==> src/rtl/vp2_motion_pkg.sv <==
// Shared motion definitions for the step/dir receiver.
//   - step_state_t : pulse qualifier FSM states (LOW, HIGH)
//   - STEP_*       : default timing constants, in clk cycles
//   - ERR_*        : bit positions inside the sticky err vector
//   - sat_inc16    : 16-bit saturating increment used by the qualifier counters
package vp2_motion_pkg;

   typedef enum logic {
      ST_LOW  = 1'b0,
      ST_HIGH = 1'b1
   } step_state_t;

   localparam int unsigned STEP_MIN_LOW   = 50;
   localparam int unsigned STEP_MIN_HIGH  = 50;
   localparam int unsigned STEP_DIR_SETUP = 20;
   localparam int unsigned STEP_TIMEOUT   = 16777215;

   localparam int ERR_SHORT_LOW  = 0;
   localparam int ERR_SHORT_HIGH = 1;
   localparam int ERR_DIR_SETUP  = 2;

   function automatic logic [15:0] sat_inc16(input logic [15:0] v);
      return (v == 16'hFFFF) ? v : v + 16'd1;
   endfunction

endpackage

==> src/rtl/step_rx_if.sv <==
// Signal bundle between a step/dir source/host and the step_rx receiver.
//   step_in, dir_in     : external step pulse and direction (asynchronous)
//   set_position, data_in : position preload request and value
//   err_clr             : clears the sticky error flags
//   position, period, period_valid, stopped, step_strobe, dir_out, err : receiver status
// There is no handshake: every output is a level register valid on every cycle,
// and inputs are sampled on every rising clk edge.
// Modports: master = source/host side, slave = receiver side.
interface step_rx_if;

   logic               step_in;
   logic               dir_in;
   logic               set_position;
   logic signed [31:0] data_in;
   logic               err_clr;

   logic signed [31:0] position;
   logic        [31:0] period;
   logic               period_valid;
   logic               stopped;
   logic               step_strobe;
   logic               dir_out;
   logic        [2:0]  err;

   modport master (
      output step_in, dir_in, set_position, data_in, err_clr,
      input  position, period, period_valid, stopped, step_strobe, dir_out, err
   );

   modport slave (
      input  step_in, dir_in, set_position, data_in, err_clr,
      output position, period, period_valid, stopped, step_strobe, dir_out, err
   );

endinterface

==> src/rtl/step_rx_sync2.sv <==
// sync2: 1-bit two-flop synchroniser for an asynchronous input.
//   clk : destination clock
//   d   : asynchronous input
//   q   : synchronised output (two clk cycles of latency)
// The flops carry no reset so a level held through reset is not seen as a
// fresh edge once reset is released.
module sync2 (
   input  logic clk,
   input  logic d,
   output logic q
);

   logic s1;

   always_ff @(posedge clk) begin
      s1 <= d;
      q  <= s1;
   end

endmodule

==> src/rtl/step_rx.sv <==
// step_rx: step/direction pulse receiver and decoder.
//   clk, reset : single clock, synchronous active-high reset
//   bus        : step_rx_if slave modport (step/dir inputs, preload, status outputs)
//   fsm_state  : current pulse qualifier state, for observation
// Synchronises step/dir, qualifies low/high widths and direction setup,
// tracks a signed 32-bit position and measures the interval between
// accepted steps, with a timeout that flags the axis as stopped.
module step_rx
   import vp2_motion_pkg::*;
#(
   parameter int unsigned MIN_LOW   = STEP_MIN_LOW,
   parameter int unsigned MIN_HIGH  = STEP_MIN_HIGH,
   parameter int unsigned DIR_SETUP = STEP_DIR_SETUP,
   parameter int unsigned TIMEOUT   = STEP_TIMEOUT
) (
   input  logic        clk,
   input  logic        reset,
   step_rx_if.slave    bus,
   output step_state_t fsm_state
);

   logic step_s2, step_s3;
   logic dir_s2, dir_s3;

   sync2 u_step_sync (.clk(clk), .d(bus.step_in), .q(step_s2));
   sync2 u_dir_sync  (.clk(clk), .d(bus.dir_in),  .q(dir_s2));

   // Previous synchronised values for edge detection; unreset like the
   // synchronisers so a pulse held high across reset produces no rise.
   always_ff @(posedge clk) begin
      step_s3 <= step_s2;
      dir_s3  <= dir_s2;
   end

   logic rise, fall;
   assign rise = step_s2 & ~step_s3;
   assign fall = ~step_s2 & step_s3;

   step_state_t state, state_next;
   logic [15:0] low_cnt, low_cnt_next;
   logic [15:0] high_cnt, high_cnt_next;
   logic [15:0] dir_stable_cnt;
   logic        rise_ok;
   logic        step_ok;
   logic [2:0]  err_set;

   assign fsm_state = state;

   // Qualifier state and counters. low_cnt starts at MIN_LOW and
   // dir_stable_cnt at DIR_SETUP so the first edge after reset qualifies.
   always_ff @(posedge clk) begin
      if (reset) begin
         state          <= ST_LOW;
         low_cnt        <= 16'(MIN_LOW);
         high_cnt       <= 16'd0;
         dir_stable_cnt <= 16'(DIR_SETUP);
      end else begin
         state    <= state_next;
         low_cnt  <= low_cnt_next;
         high_cnt <= high_cnt_next;
         if (dir_s2 != dir_s3) dir_stable_cnt <= 16'd0;
         else                  dir_stable_cnt <= sat_inc16(dir_stable_cnt);
      end
   end

   always_comb begin
      state_next    = state;
      low_cnt_next  = low_cnt;
      high_cnt_next = high_cnt;
      rise_ok       = 1'b0;
      err_set       = 3'b000;
      case (state)
         ST_LOW: begin
            if (rise) begin
               // A short low still moves to HIGH so the matching fall is tracked.
               state_next    = ST_HIGH;
               high_cnt_next = 16'd0;
               if (32'(low_cnt) >= MIN_LOW) rise_ok = 1'b1;
               else                          err_set[ERR_SHORT_LOW] = 1'b1;
            end else if (fall) begin
               // Only reachable when reset landed mid-pulse: the low time starts now.
               low_cnt_next = 16'd0;
            end else begin
               low_cnt_next = sat_inc16(low_cnt);
            end
         end
         ST_HIGH: begin
            if (fall) begin
               state_next   = ST_LOW;
               low_cnt_next = 16'd0;
               if (32'(high_cnt) + 32'd1 < MIN_HIGH) err_set[ERR_SHORT_HIGH] = 1'b1;
            end else begin
               high_cnt_next = sat_inc16(high_cnt);
            end
         end
         default: state_next = ST_LOW;
      endcase
      if (rise_ok && (32'(dir_stable_cnt) < DIR_SETUP)) err_set[ERR_DIR_SETUP] = 1'b1;
   end

   // A preload in the same cycle swallows the step entirely.
   assign step_ok = rise_ok & ~bus.set_position;

   logic signed [31:0] position;
   logic        [31:0] period;
   logic        [31:0] per_cnt;
   logic               period_valid;
   logic               stopped;
   logic               step_strobe;
   logic               dir_out;
   logic        [2:0]  err;
   logic               have_first;   // one step seen since reset/load/timeout

   always_ff @(posedge clk) begin
      if (reset) begin
         position     <= 32'sd0;
         period       <= 32'd0;
         per_cnt      <= 32'd0;
         period_valid <= 1'b0;
         stopped      <= 1'b1;
         step_strobe  <= 1'b0;
         dir_out      <= 1'b0;
         err          <= 3'b000;
         have_first   <= 1'b0;
      end else begin
         step_strobe <= step_ok;

         if (bus.set_position) begin
            position     <= bus.data_in;
            period_valid <= 1'b0;
            have_first   <= 1'b0;
         end else if (step_ok) begin
            position   <= dir_s2 ? position - 32'sd1 : position + 32'sd1;
            dir_out    <= dir_s2;
            have_first <= 1'b1;
            if (have_first) period_valid <= 1'b1;
         end

         if (step_ok) begin
            period  <= per_cnt + 32'd1;
            per_cnt <= 32'd0;
            stopped <= 1'b0;
         end else if (per_cnt == TIMEOUT) begin
            // Held every cycle while saturated; the next step restarts the count.
            stopped      <= 1'b1;
            period       <= 32'd0;
            period_valid <= 1'b0;
            have_first   <= 1'b0;
         end else begin
            per_cnt <= per_cnt + 32'd1;
         end

         // Sticky flags; a new event in the clearing cycle survives.
         err <= (err & ~{3{bus.err_clr}}) | err_set;
      end
   end

   assign bus.position     = position;
   assign bus.period       = period;
   assign bus.period_valid = period_valid;
   assign bus.stopped      = stopped;
   assign bus.step_strobe  = step_strobe;
   assign bus.dir_out      = dir_out;
   assign bus.err          = err;

endmodule

==> src/flat_wrapper.sv <==
// flat-port wrapper written by rule: the top's interface ports become plain ports
module step_rx_flat import vp2_motion_pkg::*;
#(
   parameter int unsigned MIN_LOW   = STEP_MIN_LOW,
   parameter int unsigned MIN_HIGH  = STEP_MIN_HIGH,
   parameter int unsigned DIR_SETUP = STEP_DIR_SETUP,
   parameter int unsigned TIMEOUT   = STEP_TIMEOUT
)
  (clk, reset, fsm_state, bus_step_in, bus_dir_in, bus_set_position, bus_data_in, bus_err_clr, bus_position, bus_period, bus_period_valid, bus_stopped, bus_step_strobe, bus_dir_out, bus_err);
  step_rx_if bus_i ();
  input  logic clk;
  input  logic reset;
  output step_state_t fsm_state;
  input wire logic [$bits(bus_i.step_in)-1:0] bus_step_in;
  input wire logic [$bits(bus_i.dir_in)-1:0] bus_dir_in;
  input wire logic [$bits(bus_i.set_position)-1:0] bus_set_position;
  input wire logic [$bits(bus_i.data_in)-1:0] bus_data_in;
  input wire logic [$bits(bus_i.err_clr)-1:0] bus_err_clr;
  output wire logic [$bits(bus_i.position)-1:0] bus_position;
  output wire logic [$bits(bus_i.period)-1:0] bus_period;
  output wire logic [$bits(bus_i.period_valid)-1:0] bus_period_valid;
  output wire logic [$bits(bus_i.stopped)-1:0] bus_stopped;
  output wire logic [$bits(bus_i.step_strobe)-1:0] bus_step_strobe;
  output wire logic [$bits(bus_i.dir_out)-1:0] bus_dir_out;
  output wire logic [$bits(bus_i.err)-1:0] bus_err;
  assign bus_i.step_in = bus_step_in;
  assign bus_i.dir_in = bus_dir_in;
  assign bus_i.set_position = bus_set_position;
  assign bus_i.data_in = bus_data_in;
  assign bus_i.err_clr = bus_err_clr;
  assign bus_position = bus_i.position;
  assign bus_period = bus_i.period;
  assign bus_period_valid = bus_i.period_valid;
  assign bus_stopped = bus_i.stopped;
  assign bus_step_strobe = bus_i.step_strobe;
  assign bus_dir_out = bus_i.dir_out;
  assign bus_err = bus_i.err;
  step_rx #(.MIN_LOW(MIN_LOW), .MIN_HIGH(MIN_HIGH), .DIR_SETUP(DIR_SETUP), .TIMEOUT(TIMEOUT)) u_core (.clk(clk), .reset(reset), .bus(bus_i), .fsm_state(fsm_state));
endmodule
==> config.mk <==
export PLATFORM = sky130hd
export DESIGN_NAME = step_rx_flat
export DESIGN_NICKNAME = d
export VERILOG_FILES = /design/src/rtl/vp2_motion_pkg.sv /design/src/rtl/step_rx_if.sv /design/src/rtl/step_rx_sync2.sv /design/src/rtl/step_rx.sv /design/src/flat_wrapper.sv
export SDC_FILE = /design/constraint.sdc
export NUM_CORES = 1
export LEC_CHECK = 0
export CORE_MARGIN = 8
export CORE_UTILIZATION = 23
export CTS_CLUSTER_SIZE = 20
export DETAILED_ROUTE_END_ITERATION = 10
export GPL_ROUTABILITY_DRIVEN = 0
export HOLD_SLACK_MARGIN = 0.02
export PLACE_DENSITY = 0.48
export SETUP_SLACK_MARGIN = 0.3
export SLEW_MARGIN = 5
export SYNTH_ARGS = -nofsm -noshare
export SYNTH_HDL_FRONTEND = slang
export SYNTH_HIERARCHICAL = 1
export SYNTH_SLANG_ARGS = --single-unit
export TNS_END_PERCENT = 100
==> constraint.sdc <==
create_clock -name clk -period 4.3 [get_ports clk]
set_clock_uncertainty 0.05 [all_clocks]
set_input_delay 0.86 -clock clk [delete_from_list [all_inputs] [get_ports clk]]
set_output_delay 0.86 -clock clk [all_outputs]
set_load 0.005 [all_outputs]
# Yosys cells after proc, flatten, opt, wreduce, memory -nomap -nowiden
# Cells that the tools add are included.
[word_totals]
ff_bits = 159
out_inout_bits = 72
word_cells = 100
[op_classes]
n_addsub = 7
n_lt_le_gt_ge = 3
eq_ne = 12
n_mux = 40
bitwise = 10
reduce_logical = 8
[ops]
columns = ["op", "count"]
rows = [
  ["$mux W32", 5],
  ["$mux W16", 7],
  ["$pmux W16 S2", 2],
  ["$add A16 B1 Y16 const B", 3],
  ["$eq A16 B16 Y1 const B", 3],
  ["$add A32 B1 Y32 const B", 1],
  ["$add A32 B2 Y32 const B", 1],
  ["$eq A32 B24 Y1 const B", 1],
  ["$lt A32 B6 Y1 const B", 1],
  ["$sub A32 B2 Y32 const B", 1],
  ["$mux W1", 23],
  ["$add A16 B1 Y17 const B", 1],
  ["$ge A16 B6 Y1 const B", 1],
  ["$lt A16 B5 Y1 const B", 1],
  ["$mux W5", 2],
  ["$ne A2 B1 Y1 const B", 3],
  ["$ne A2 B2 Y1 const B", 3],
  ["$reduce_and A3 Y1", 2],
  ["$not A1 Y1", 4],
  ["$reduce_bool A2 Y1", 2],
  ["$reduce_or A2 Y1", 2],
  ["$and A1 B1 Y1", 3],
  ["$and A3 B3 Y3", 1],
  ["$ne A3 B2 Y1 const B", 1],
  ["6 further kinds", 6],
]

# Logic depth before layout (Yosys ltp)
[logic_depth]
depth_word = 9
depth_mapped = 13

# Cells and area by module
# The synthesis kept the hierarchy.
[by_module_without_submodules]
columns = ["module", "instances", "cells_each", "area_per_inst_um2"]
rows = [
  ["step_rx", 1, 1050, 8381.8],
  ["sync2", 2, 2, 40.0],
]

# Worst setup path after synthesis
# No wires, ideal clock.
[synth_timing]
path_type = "register -> register"
from = "register u_core.u_dir_sync.q"
to = "register u_core.position[29] (netlist: u_core/bus.position[29])"
arrival_ns = 3.241
required_ns = 4.135
slack_ns = 0.895
stages_incl_launch_ff = 12
n_path_buf = 1
period_less_slack_ns = 3.405
path_cell_list = "dfxtp_1 > ha_1 > buf_2 > a21oi_1 > o21ai_0 > a211oi_1 > a21oi_1 > and3_1 > or4_1 > a21oi_1 > xor2_1 > a2111oi_0"
[synth_via]
elab_chain_cells = 3
[synth_rtl]
columns = ["item", "line_no", "source"]
rows = [
  ["start, declared", "step_rx_sync2.sv:10", "output logic q"],
  ["start signal, assigned", "step_rx_sync2.sv:17", "q <= s1;"],
  ["$mux W32", "step_rx.sv:133", "position <= dir_s2 ? position - 32'sd1 : position + 32'sd1;"],
  ["$mux W32", "step_rx.sv:132", "end else if (step_ok) begin"],
  ["$mux W32", "step_rx.sv:128", "if (bus.set_position) begin"],
  ["end signal, assigned", "step_rx.sv:129", "position <= bus.data_in;"],
  ["end signal, assigned", "step_rx.sv:133", ""],
  ["end, declared", "step_rx.sv:104", "logic signed [31:0] position;"],
]
# No other way between the ends. The select of a mux whose other input is x is not followed.
# A chain may end at the register's enable or synchronous reset.

# Final worst setup path
# Same ends and word-level chain as after synthesis.

==> reports/metrics.csv <==
stage,metric,value,unit
timing,slew_headroom,19.5,%
power,p_leak,3.86,nW
timing,fmax,0.296,GHz
clock_network,cts_tree,built,
placement,post-place-cells,1591,
power,p_switching,1.03,mW
setup_path,start_kind,register,
floorplan,top_level_ports,110,
synth,synth-seq-cells,159,
placement,io_buffers,109,
detailed_routing,routedWlPerCell,15.2,um
power,pwr-share-comb,15.4,%
synth,synth.cell_area,8460,um^2
global_routing,grt_use_total,11.4,%
floorplan,initial_core_util,23.2,%
timing,setup_viol,0,
synth,avgSynthCellArea,8.03,um^2
setup_path,worstPathMaxFanout,20,
timing,min_period,3.37,ns
setup_path,rr_worst_depth,11,
detailed_routing,num_vias,7686,
power,p_int,2.52,mW
synth,synthFlopType,dfxtp_1,
power,seq_power_share,43.9,%
cells_and_area,final_common_cell,dfxtp_1,
clock_network,h-tree-depth,4,
synth,synthDistinctLibCells,80,
power,power_density,337,nW/um^2
timing,period_share,78.5,%
floorplan,num_rows,70,
setup_path,cp-startpoint,u_core/u_dir_sync/q,
hold_path,min_path_type,reg -> reg,
timing,grt_setup_unrepaired,false,
cells_and_area,syn2layout_area_growth,24.6,%
floorplan,die_w,208,um
synth,async_flop_share,0,%
synth,synth_nets,1128,
setup_path,worstSetupEndpointType,register,
floorplan,dieArea,43200,um^2
clock_network,path_clk_slew,0.07,ns
synth,yosysSeqAreaShare,37.6,%
detailed_routing,routed_wirelength,24700,um
power,sw_frac_of_total,28.9,%
synth,syn_inst,1054,
detailed_routing,viasPerCell,4.74,
cells_and_area,layout_common_cells,"dfxtp_1, nor2_1, nand2_1",
setup_path,cp.arrival,3.64,ns
synth,yosys_warnings,6,
cells_and_area,n_antenna_cell,0,
synth,synth_edf_count,0,
detailed_routing,drt_iter0_markers,378,
timing,finalHoldViolations,0,
floorplan,core_area,36400,um^2
detailed_routing,drc,0,
synth,yosys.area.top_type_share,37.6,%
placement,dp_hpwl,17800,um
detailed_routing,first_pass_iters,5,
setup_path,crit_required,4.56,ns
flow_run,drv_cap,0,
clock_network,clk_latency,0.44,ns
timing,setup_tns,0,ns
run_status,run_status,completed,
global_routing,antenna_found_initial,1,
global_routing,grt.overflow.total,0,
cells_and_area,final_nets,1216,
global_routing,grt_max_degree,56,
global_routing,grt_pass1_vias,7455,
floorplan,fp.dieH,208,um
hold_path,hold_start,u_core/u_dir_sync/s1,
clock_network,cts_made_buffers,17,
timing,worstMarginPinSlew,1.19,ns
setup_path,r2r-start,u_core/u_dir_sync/q,
clock_network,clock_sinks,159,
clock_network,cts_setup_buffers,0,
clock_network,ctsHoldBuffers,0,
power,ir_worst_vdd,0.278,mV
setup_path,critPathKind,reg -> reg,
cells_and_area,drive_above_1_share,6.41,%
clock_network,clk_path_buf_depth,2,
power,clockPowerShare,40.6,%
cells_and_area,instances_no_fill,1622,
clock_network,cts_root_buf,clkbuf_16,
synth,ys_top_cells_by_area,"dfxtp_1, a21oi_1, nor2_1, nand2_1, ha_1",
global_routing,grt_pass1_wl,40500,um
synth,synth_area_leader_cell,dfxtp_1,
timing,maxSlewViolCount,0,
detailed_routing,drtAntennaViolNets,0,
hold_path,whs_path_depth,0,
## path summary, 6_finish.rpt
kind,end,slack [ns]
worst max-delay path,u_core/bus.position[29],0.93
worst min-delay path,u_core/u_dir_sync/q,0.28
worst max register to register,u_core/bus.position[29],0.93
worst min register to register,u_core/u_dir_sync/q,0.28
## cells by family after synthesis
kind of cell    Yosys count  share of synthesized area, %
simple gates            406                          22.9
compound gates          281                          20.3
flops                   159                          37.6
xor+xnor                 84                          8.69
buf+inv                  78                          3.77
fa+ha+maj                38                          5.69
mux                       8                         0.961
## area by class of cell
class	instances	area (um^2)
multi-input combinational	817	4960
inverter	26	97.6
sequential	159	3180
clock inverter	12	103
clock buffer	19	443
fill	3951	25900
tap	468	586
timing repair buffer	121	1170
## per-layer routing
metal | wire [um] | track usage (%) | vias to the layer above
li1 | - | - | 3927
met1 | 12200 | 15.0 | 3601
met2 | 10800 | 17.6 | 135
met3 | 1420 | 3.67 | 21
met4 | 265 | 3.01 | 2
met5 | 9 | 0 | -
## repair_timing
item | in CTS | in global routing
gates resized for setup | 0 | 1
hold endpoints to repair | 0 | 0
endpoints found under the setup margin | 0 | 1
## sequential cells by signal (all words and copies together), names as in the netlist, 3 cells and up
signal                 count
u_core/bus.position       32
u_core/low_cnt            16
u_core/per_cnt            32
u_core/bus.err             3
u_core/bus.period         32
u_core/dir_stable_cnt     16
u_core/high_cnt           16
## worst max-delay path, cell delays in order, from the launching register on
cell	delay [ns]
dfxtp_2	0.57
buf_4	0.34
ha_1	0.36
a21oi_1	0.20
o21bai_1	0.08
a21o_1	0.20
a211oi_1	0.23
nor2_1	0.07
or4_1	0.51
a21oi_1	0.20
xor2_1	0.08
a2111oi_0	0.36
## Yosys cell counts, types with 22 or more instances
cell type  instances
xnor2_1           41
o21ai_0           78
ha_1              35
nand2_1          122
nand4_1           22
nand3_1           33
clkbuf_1          37
xor2_1            43
a21oi_1          112
nor2_1           129
dfxtp_1          159
inv_1             25
## stage by stage
stage | hold slack (ns) | utilization (%) | power, mW | cell area [um^2] | setup slack (ns)
6_report | 0.278 | 28.9 | 3.55 | 10500 | 0.925
5_1_grt | 0.289 | 28.9 | 3.74 | 10500 | 0.580
4_1_cts | 0.281 | 28.9 | 3.62 | 10500 | 0.675
3_5_place_dp | 0.268 | 27.4 | 2.14 | 10000 | 0.723
3_3_place_gp | 0.267 | 27.4 | 2.14 | 10000 | 0.797
2_1_floorplan | 0.260 | - | 1.94 | 8460 | 0.895
## power groups by stage
stage	logic (mW)	registers, mW	clock network (mW)
after detailed placement	0.549	1.59	0
final	0.548	1.56	1.44
after CTS	0.553	1.56	1.50
after floorplan	0.362	1.58	0
after global routing	0.611	1.57	1.56
after global placement	0.548	1.59	0
Note: power is estimated with default switching activity, not from simulation.
